===== src/rtl/mux8_serializer_ctrl.sv =====
// mux8_serializer_ctrl: loads a byte over valid/ready and steps the 8:1 mux
// select through all bit indices, holding each for DIV clock cycles.
module mux8_serializer_ctrl #(
    parameter int DIV       = 4,
    parameter int MSB_FIRST = 0
) (
    input  logic       clk,
    input  logic       rst,
    input  logic       load_valid,
    input  logic [7:0] load_data,
    output logic       load_ready,
    output logic [2:0] S,
    output logic [7:0] D,
    output logic       bit_valid,
    output logic       last,
    output logic       done
);

    localparam int CW = (DIV > 1) ? $clog2(DIV) : 1;
    localparam logic [CW-1:0] DIV_END = CW'(DIV - 1);
    localparam logic [2:0] FIRST = (MSB_FIRST != 0) ? 3'd7 : 3'd0;

    typedef enum logic {
        IDLE,
        SHIFT
    } state_t;

    state_t        state, state_n;
    logic [CW-1:0] div_cnt, div_cnt_n;
    logic [2:0]    bit_cnt, bit_cnt_n;
    logic [2:0]    s_n;
    logic [7:0]    d_n;
    logic          done_n;

    // State and datapath registers; the partial word is discarded on reset.
    always_ff @(posedge clk or posedge rst) begin
        if (rst) begin
            state   <= IDLE;
            div_cnt <= '0;
            bit_cnt <= '0;
            S       <= FIRST;
            D       <= 8'h00;
            done    <= 1'b0;
        end else begin
            state   <= state_n;
            div_cnt <= div_cnt_n;
            bit_cnt <= bit_cnt_n;
            S       <= s_n;
            D       <= d_n;
            done    <= done_n;
        end
    end

    // Next-state logic: capture on handshake, then pace bits by div_cnt.
    always_comb begin
        state_n   = state;
        div_cnt_n = div_cnt;
        bit_cnt_n = bit_cnt;
        s_n       = S;
        d_n       = D;
        done_n    = 1'b0;
        unique case (state)
            IDLE: begin
                if (load_valid) begin
                    d_n       = load_data;
                    s_n       = FIRST;
                    div_cnt_n = '0;
                    bit_cnt_n = 3'd0;
                    state_n   = SHIFT;
                end
            end
            SHIFT: begin
                if (div_cnt == DIV_END) begin
                    div_cnt_n = '0;
                    if (bit_cnt == 3'd7) begin
                        state_n = IDLE;
                        s_n     = FIRST;
                        done_n  = 1'b1;
                    end else begin
                        bit_cnt_n = bit_cnt + 3'd1;
                        s_n = (MSB_FIRST != 0) ? S - 3'd1 : S + 3'd1;
                    end
                end else begin
                    div_cnt_n = div_cnt + CW'(1);
                end
            end
            default: state_n = IDLE;
        endcase
    end

    assign load_ready = (state == IDLE);
    assign bit_valid  = (state == SHIFT);
    assign last       = bit_valid && (bit_cnt == 3'd7);

endmodule


===== config.mk =====
export PLATFORM = sky130hd
export DESIGN_NAME = mux8_serializer_ctrl
export DESIGN_NICKNAME = d
export VERILOG_FILES = /design/src/rtl/mux8_serializer_ctrl.sv
export SDC_FILE = /design/constraint.sdc
export NUM_CORES = 1
export LEC_CHECK = 0
export BUFFER_PORTS_ARGS = -buffer_cell sky130_fd_sc_hd__buf_2
export CAP_MARGIN = 40
export CORE_MARGIN = 2
export CORE_UTILIZATION = 40
export DETAILED_ROUTE_END_ITERATION = 16
export GPL_TIMING_DRIVEN = 0
export HOLD_SLACK_MARGIN = 0.08
export PLACE_DENSITY = 0.65
export SYNTH_ARGS = -nofsm -noshare
export SYNTH_HDL_FRONTEND = slang
export SYNTH_SLANG_ARGS = --single-unit

===== constraint.sdc =====
create_clock -name clk -period 1.7 [get_ports clk]
set_clock_uncertainty 0.2 [all_clocks]
set_input_delay 0.255 -clock clk [delete_from_list [all_inputs] [get_ports clk]]
set_output_delay 0.255 -clock clk [all_outputs]
set_load 0.1 [all_outputs]

; ---- Yosys cells after proc, flatten, opt, wreduce, memory -nomap -nowiden
; Index checks and enable logic that the tools add are counted.
[totals]
elab_cells = 36
reg_bits = 18
[classes]
n_bitwise = 1
mux = 17
n_eq_ne = 5
reduce_logical = 4
addsub = 3
[ops]
columns = op, n
row1 = two-way mux 3 bit, 5
row2 = one-hot mux 3 bit (2 select lines), 2
row3 = adder 3 x 1 -> 3 bit (second input constant), 2
row4 = two-way mux 1 bit, 6
row5 = two-way mux 2 bit, 2
row6 = != test 2 bit (second input constant), 2
row7 = one-hot mux 2 bit (2 select lines), 1
row8 = AND reduction 2 bit, 2
row9 = equality test 3 bit (second input constant), 1
row10 = AND reduction 3 bit, 1
row11 = adder 2 x 1 -> 2 bit (second input constant), 1
row12 = equality test 2 bit (second input constant), 1
row13 = != test 2 x 1 -> 1 bit (second input constant), 1
row14 = one-hot mux 1 bit (2 select lines), 1
row15 = logical AND 1 bit, 1
row16 = NOT 1 bit, 1

; ---- Depth between registers and ports, before layout
; Gate-level depths: netlist of run 1.
[logic_depth]
depth_word = 4
ltp_mapped = 5
mapped_depth_nobuf = 5

; ---- Worst setup path after synthesis of run 1
; No wires, ideal clock.
[synth_path]
path_kind = register -> output
from = register state (netlist: bit_valid)
to = output port last
path_buffers = 1
t_arrival_ns = 1.994
slack_ns = -0.749
stages_incl_launch_ff = 3
path_cell_list = dfrtp_1 buf_4 and2_1
[synth_between]
elab_chain_len = 1
[synth_rtl]
columns = item, line
row1 = from (decl), 28  ; state_t state, state_n;
row2 = from (signal assigned), 45  ; state <= state_n;
row3 = logical AND 1 bit, 93  ; assign last = bit_valid && (bit_cnt == 3'd7);
row4 = to (decl), 15  ; output logic last,
; No other way between the ends.

; ---- Final worst setup path of run 1
[layout_path]
from = register bit_cnt[1]
to = output port last
[layout_between]
elab_chain_len = 2
[layout_rtl]
columns = item, line
row1 = from (decl), 30  ; logic [2:0] bit_cnt, bit_cnt_n;
row2 = from (signal assigned), 47  ; bit_cnt <= bit_cnt_n;
row3 = equality test 3 bit, 93
row4 = logical AND 1 bit, 93
; No other way between the ends.

==> results of run 1 <==
[area by class of cell]
cell class / count / area [µm²]
Fill cell: 168 / 736
Sequential cell: 18 / 454
Multi-Input combinational cell: 43 / 370
Timing Repair Buffer: 40 / 293
Tap cell: 27 / 33.8
Clock buffer: 4 / 26.3
Inverter: 5 / 21.3
Buffer: 1 / 7.51
[layer usage]
metal	share of wire, %	wire length (µm)	track usage (%)	vias up
met5	0	0	0	-
met4	3.1	51	11.4	0
met3	3.5	58	1.84	4
met2	50	827	24.1	17
met1	43	701	18.1	312
li1	-	-	-	319
[registers in the layout (all words and copies together) (netlist names)]
| name | cells |
|---|---|
| D | 8 |
| div_cnt | 2 |
| S | 3 |
| done | 1 |
| bit_cnt | 3 |
| bit_valid | 1 |
[synth_stat cells]
master,number
o31ai_1,4
and2_1,1
nand2_1,6
ha_1,5
o22ai_1,1
and3_1,1
nor2_1,1
inv_1,3
dfrtp_1,18
nand3_1,1
nor2b_1,2
o21ai_1,3
a21oi_1,1
mux2i_1,2
xor2_1,1
o21ai_0,3
nand2b_1,1
inv_2,2
nor2_2,1
nor2_8,1
mux2_1,8
buf_4,1
[logic make-up (layout without fill, tap and decap cells)]
group	after synthesis	count (layout)	share of synthesized area, %
compound gates	12	12	8.71
buf+inv	6	50	3.21
xor+xnor	1	1	1.07
flops	18	18	55.0
simple gates	15	15	10.9
mux	10	10	13.5
fa+ha+maj	5	5	7.65
[worst reg2reg max path, stage by stage (launching register included)]
cell      delay [ns]
dfrtp_1         0.40
ha_2            0.21
ha_4            0.16
buf_4           0.13
nand2b_4        0.15
xor2_1          0.17
o21ai_1         0.12
[worst max path at each step]
stage                      end  cells past startpoint  slack, ns
after floorplan           last                      2      -0.05
after global placement    last                      4      -0.03
after detailed placement  last                      4      -0.03
after CTS                 last                      4      -0.13
after global routing      last                      4      -0.16
final                     last                      4      -0.12
[stage by stage]
step / hold WS (ns) / setup WS, ns / instances / TNS, ns / area, µm²
6_report: 0.286 / -0.121 / 138 / -0.121 / 1210
3_5_place_dp: 0.190 / -0.0343 / 119 / -0.0343 / 986
2_1_floorplan: -0.00664 / -0.0460 / 67 / -0.0460 / 827
4_1_cts: 0.292 / -0.126 / 137 / -0.126 / 1180
3_3_place_gp: 0.186 / -0.0345 / 119 / -0.0345 / 986
5_1_grt: 0.313 / -0.162 / 138 / -0.162 / 1210
[what timing repair did]
action | 4_1_cts | 5_1_grt
buffers inserted | 4 | 1
setup endpoints to repair | 2 | 5
hold buffers | 10 | 0
endpoints found under the hold margin | 28 | 0
gates resized for setup | 9 | 5
pin swaps | 1 | 2
==> results by stage, run 1 <==
Run status:
- The run finished, with violations left.
- The final reports fail on negative setup slack.

Floorplanning:
- In this run the horizontal extent of the chip is 49.2 µm.
- The die footprint is 0.00242 mm².
- The number of rows in the core area is 16.
- Once the floorplan was initialized, standard cells occupied between 40% and 50% of the core.
- The overall die height is 49.2 µm.
- The number of top-level pins is 26.
- The area of the core region is between 0.0015 and 0.002 mm².

Cells and area:
- The number of antenna diodes in the final layout is 0.
- The end-of-flow core utilization is roughly 62%.
- The number of nets at the end of the flow is 128.
- In the final layout, the share of cells above drive strength 1 is around two fifths.
- The area growth from synthesis to layout is 47.4%.
- The most common cell after layout, fill and taps aside is buf_2.
- Leaving out fill and tap cells, the most frequent cells in the layout are 23 x buf_2, 15 x dfrtp_1, 10 x dlygate4sd3_1.

Routing:
- The final layout contains routed wiring with a total length of approximately 1.6 mm.
- The number of DRC violations after detailed routing is 0.
- The via total after detailed routing is 652.
- The number of design-rule violations left by the first detailed-router iteration is 8.
- In the routed layout, each cell is associated on average with a via count of between 4 and 5.
- The first-pass iteration count of the detailed router is 4.
- The count of nets left with antenna violations once routing finished came out at 0.
- In the final routed layout, each cell accounts on average for 11.9 µm.

Setup path:
- The setup check on the worst reg-to-reg path leaves a slack of ~0.10 ns.
- The worst reg2reg path endpoint is bit_cnt[0]$_DFFE_PP0P_.
- The worst register-to-register path begins at bit_cnt[1]$_DFFE_PP0P_.
- The worst register-to-register path has a depth of 6.
- The critical path launch point type is a flip-flop.
- Of all nets on the critical path, the largest fanout is 2.
- In this run the worst setup path begins at bit_cnt[1]$_DFFE_PP0P_.
- The worst setup path is of the reg -> out kind.
- The worst setup path is captured at an output pin.
- Data on the critical path is required at its endpoint by about 1.2 ns.
- The largest single stage delay on the critical path is 0.40 ns.
- The largest individual stage delay along the critical path comes from the cell dfrtp_1.
- The number of buffer and inverter instances along the worst setup path is 1.
- STA puts the critical path data arrival time at between 1 and 1.5 ns.
- Walking the worst path, the cells encountered are ha_2, ha_4, and2_4, buf_12.
- The kind of cell adding the most delay to the critical path is flip-flops.

Clocking:
- The clock passes through at most 2 buffers.
- Clock latency on the worst-skew pair, taken at its later pin, is 0.29 ns.
- The number of sinks handled by clock tree synthesis is 18.
- The CTS root buffer is clkbuf_4.
- The number of buffers added by the clock tree synthesis step is 3.
- Clock-pin slew was measured on the worst setup and hold paths at about 0.1 ns.
- The number of H-tree branching levels is 1.
- TritonCTS built the clock tree.

Synth:
- The total standard cell area after synthesis is roughly 820 µm².
- Of the post-synthesis cell area, the dominant cell type holds a little under three fifths.
- The count of synthesis-stage warnings from yosys is 0.
- The number of nets handed over by synthesis was slightly above 80.
- Of the synthesized area, sequential elements account for between 50 and 60%.
- In this run, distinct cell masters in the synthesized netlist total 22.
- The cell taking the most area after synthesis is dfrtp_1.
- A synthesized cell averages between 10 and 15 µm².
- The register bit total from synthesis is 18.
- The synthesized instance count is 67.
- By area the synthesized netlist is led by dfrtp_1 55%, mux2_1 11%, ha_1 7.6%.

Place:
- Input and output buffers added on the ports amount to 25.
- Routability-driven placement finished with a final weighted congestion of 0.691.

Timing:
- The final hold violation count was 0.
- The final clock period utilization by the worst path is 107%.
- Setup repair after global routing could not meet its margin everywhere.
- Setup violations remaining at the end of the flow were counted as 1.
- The minimum setup slack in the final design is -0.121 ns.
- Counting I/O delays and the setup requirement, the final critical path takes approximately 1.8 ns.
- For the pin with the worst max-slew slack, the measured transition is 0.670 ns.
- The total count of max-transition violations in the final report came to 0.
- The maximum clock frequency is 0.549 GHz.
- Measured against its own limit, the worst slew margin works out to between 50% and 60%.

Global routing:
- The first global-routing pass estimated 2.70 mm of wire.
- The maximum number of pins on one net before global-route repair is 19.
- Global routing used 15.0% of the available tracks.
- The aggregate global routing overflow is 0.
- The number of global-route vias before repair is about 620.
- The initial antenna violation count is 0.

Hold path:
- The number of cells on the worst hold path is 1.
- In this run the most critical hold path is launched from D[0]$_DFFE_PP0P_.
- The worst hold path endpoint is D[0]$_DFFE_PP0P_.
- The type of the tightest min-delay check is reg -> reg.

Job:
- Max-cap violations in this run came to 0.
Power of run 1 is left out: the tool's default activity adds up to more than one toggle a clock period on the data nets, which glitch-free logic cannot reach.
==> inputs of run 2 (changes only) <==
BUFFER_PORTS_ARGS = -buffer_cell sky130_fd_sc_hd__buf_4   (was -buffer_cell sky130_fd_sc_hd__buf_2)
CELL_PAD_IN_SITES_DETAIL_PLACEMENT = 1   (was not set)
CELL_PAD_IN_SITES_GLOBAL_PLACEMENT = 1   (was not set)
CORE_UTILIZATION = 37   (was 40)
PLACE_DENSITY = not set   (was 0.65)
PLACE_DENSITY_LB_ADDON = 0.1   (was not set)
==> run 2 against run 1 <==
Net effect: hold slack better by 0.015 ns; largest cell class unchanged; core utilization down 2.8 points; cell area is 5.7% higher; maximum frequency decreased by 0.32%; the run still ends with negative setup slack left; first-iteration DRC count decreased by 38%; die area up 7.4%; wire length increased by 25%; non-clock buffer count up 1; global-route usage rose by 2.9 points; flip-flop and latch count is the same; register-to-register slack hardly changed.
==> results by stage, run 2 (synthesis gave the netlist of run 1 again) <==
Cells and area:
- The final antenna diode count is 0 (unchanged).
- The fraction of final layout cells with drive strength greater than 1 came to 42.0% (+0.52 points).
- The top cell types in the final layout, fill and taps aside, are 30 x buf_4, 15 x dfrtp_1, 10 x dlygate4sd3_1.
- The flip-flop count of the largest register, all copies and words added is 8 (unchanged).
- The area of the multi-input gates is 370 µm² (unchanged).
- The footprint of the flip-flops and latches is 454 µm² (unchanged).
- Relative to the synthesized area, the layout overhead comes to 55.8%.
- The library cell used most frequently in the layout, excluding fill and tap cells, is buf_4.
- The total of fill cells in the finished design is 230 (+37%).
- The largest registers in the layout are D (8), S (3), bit_cnt (3).
- Ranked by flip-flop count, first place goes to D.
- The number of nets at the end of the flow was 129 (+0.78%).

Setup path:
- STA classifies the critical path startpoint as a flip-flop.
- The critical path in this run is classified as reg -> out.
- The critical register-to-register path startpoint is bit_cnt[0]$_DFFE_PP0P_.
- The worst path required time is 1.24 ns (about the same).
- The worst register-to-register path ends at bit_cnt[0]$_DFFE_PP0P_.
- The endpoint type of the worst setup path is an output pin.
- The signal on the critical path passes through ha_2, ha_4, and2_4, buf_12.
- Among all stages on the critical path, the largest delay is contributed by dfrtp_1.
- The largest fanout on the critical path is 2 (unchanged).
- The worst endpoint data arrival time is 1.37 ns (about the same).
- The peak per-stage delay on the critical path is 0.40 ns (about the same).
- The count of cells along the worst register-to-register path is 6 (unchanged).
- The setup slack on the worst flop-to-flop path was 0.11 ns (about the same).

Clocking:
- The maximum number of buffers from clock root to sink came to 2 (unchanged).
- The clock latency at the later pin of the worst-skew pair is 0.30 ns (about the same).
- The CTS root buffer is clkbuf_4.
- The number of buffers added by the clock tree synthesis step is 3 (unchanged).
- The clock-pin slew reported for the worst setup and hold paths after clock tree synthesis was 0.10 ns (about the same).
- TritonCTS built the clock tree.
- The number of sinks handled by clock tree synthesis is 18 (unchanged).
- The number of H-tree branching levels is 1 (unchanged).

Global routing:
- The maximum number of pins on one net before global-route repair came to 19 (unchanged).
- The wire length of the first global-routing pass is 3.31 mm (+23%).
- The overall global routing resource usage was 17.9% (+2.9 points).
- The initial antenna violation count is 0 (unchanged).
- The aggregate global routing overflow was 0 (unchanged).
- The number of global-route vias before repair is 733 (+19%).

Place:
- The detailed-placement wirelength estimate is roughly 1.4 mm.
- The count of input and output buffers is 25 (unchanged).
- The global placement routability congestion was 0.670 (-3.0%).

Floorplanning:
- The area of the core region is 0.00215 mm² (+11%).
- The initial core utilization is 38.1% (-4.0 points).
- The overall die height is 51.0 µm (+3.6%).
- The die footprint came to 0.00260 mm² (+7.4%).
- The number of rows in the core area is 17 (+1).
- The horizontal die dimension is 51.0 µm (+3.6%).
- The number of top-level pins is 26 (unchanged).

Timing:
- Setup repair after global routing could not meet its margin everywhere.
- The total count of max-transition violations in the final report is 0 (unchanged).
- The maximum clock frequency is 0.547 GHz (-0.32%).
- The time the final worst path needs with I/O delays and setup is 1.83 ns (+0.00590 ns).
- The summed negative setup slack over all endpoints came to -0.127 ns (-0.00590 ns).
- The minimum setup slack in the final design is -0.127 ns (-0.00590 ns).
- The headroom to the max-slew limit is 53.4% (-1.9 points).
- The final hold violation count is 0 (unchanged).
- The transition at the pin with the smallest max-transition slack is 0.698 ns (+0.0284 ns).
- The total setup violations reported at the end of the flow is 1 (unchanged).
- The final clock period utilization by the worst path is 107% (+0.35 points).

Hold path:
- The number of cells on the worst hold path is 1 (unchanged).
- The worst hold path terminates at div_cnt[0]$_DFFE_PP0P_.
- The launch point of the worst hold path is div_cnt[0]$_DFFE_PP0P_.
- In this run the worst hold path is classified as reg -> reg.

Routing:
- The number of nets still failing antenna checks after routing is 0 (unchanged).
- The first-pass iteration count of the detailed router was 3 (-1).
- The via total after detailed routing was 673 (+3.2%).
- The wire length reported by the detailed router is 2.04 mm (+25%).
- The number of design-rule violations left by the first detailed-router iteration was 5 (-3).
- The number of DRC violations after detailed routing is 0 (unchanged).
- The mean number of vias per cell is 4.81 (+1.7%).
- The average wire per standard cell was 14.6 µm (+23%).

Run status:
- The flow ran to the end, but the final reports show violations.
- The final reports fail on negative setup slack.

Job:
- The count of maximum capacitance violations is 0 (unchanged).
==> run 2: cell types whose count changed in the layout (fill, tap and decap cells not counted) <==
cell and delta:
buf_2 -23, buf_4 +24, inv_4 -1, inv_6 +1
==> run 2: metal layers <==
metal	up-vias	wire length, µm	track usage (%)
met2	17	1080	31.8
li1	321	-	-
met5	-	0	0
met3	5	84	3.51
met4	0	38	8.11
met1	330	839	20.5
==> run 2: what timing repair did <==
item                                    CTS  global route
gates cloned                              0             0
pin swaps                                 2             2
endpoints found under the setup margin    2             5
resized for setup                         8             5
hold buffers                             10             0
setup buffers                             4             2
endpoints found under the hold margin    27             0
==> run 2: critical path: cells and delay by family, from the launching register on <==
family	cells	cell delay (ns)
adder cells (fa/ha/maj)	2	0.37
buffers and inverters	1	0.16
flip-flops	1	0.40
AND/OR/NAND/NOR	1	0.15
==> run 2: stage by stage <==
stage / cells / setup slack, ns / util, % / instance area (µm²) / hold slack, ns
floorplan: 67 / -0.0460 / - / 827 / -0.00664
detailed placement: 120 / 0.0112 / 48.9 / 1050 / 0.212
global route: 140 / -0.179 / 59.3 / 1270 / 0.328
finish: 140 / -0.127 / 59.3 / 1270 / 0.301
global placement: 120 / 0.0496 / 48.9 / 1050 / 0.212
CTS: 138 / -0.141 / 57.8 / 1240 / 0.304
==> run 2: worst max path at each step <==
| stage | from | end | slack [ns] | cells past startpoint |
|---|---|---|---|---|
| final | bit_cnt[0]$_DFFE_PP0P_ | last | -0.13 | 4 |
| after global routing | bit_cnt[1]$_DFFE_PP0P_ | last | -0.18 | 4 |
| after CTS | bit_cnt[1]$_DFFE_PP0P_ | last | -0.14 | 4 |
| after detailed placement | bit_cnt[0]$_DFFE_PP0P_ | last | 0.01 | 4 |
| after global placement | bit_cnt[0]$_DFFE_PP0P_ | last | 0.05 | 4 |
| after floorplan | bit_valid$_DFF_PP0_ | last | -0.05 | 2 |
==> run 2: layout make-up <==
type                    count  area share (%)
flip-flops and latches     18            35.6
inverters                   5            1.86
clock buffers               4            2.06
well taps                  28            2.75
plain buffers               1           0.589
repair buffers             41            28.1
multi-input cells          43            29.0
Power of run 2 is left out for the same reason.
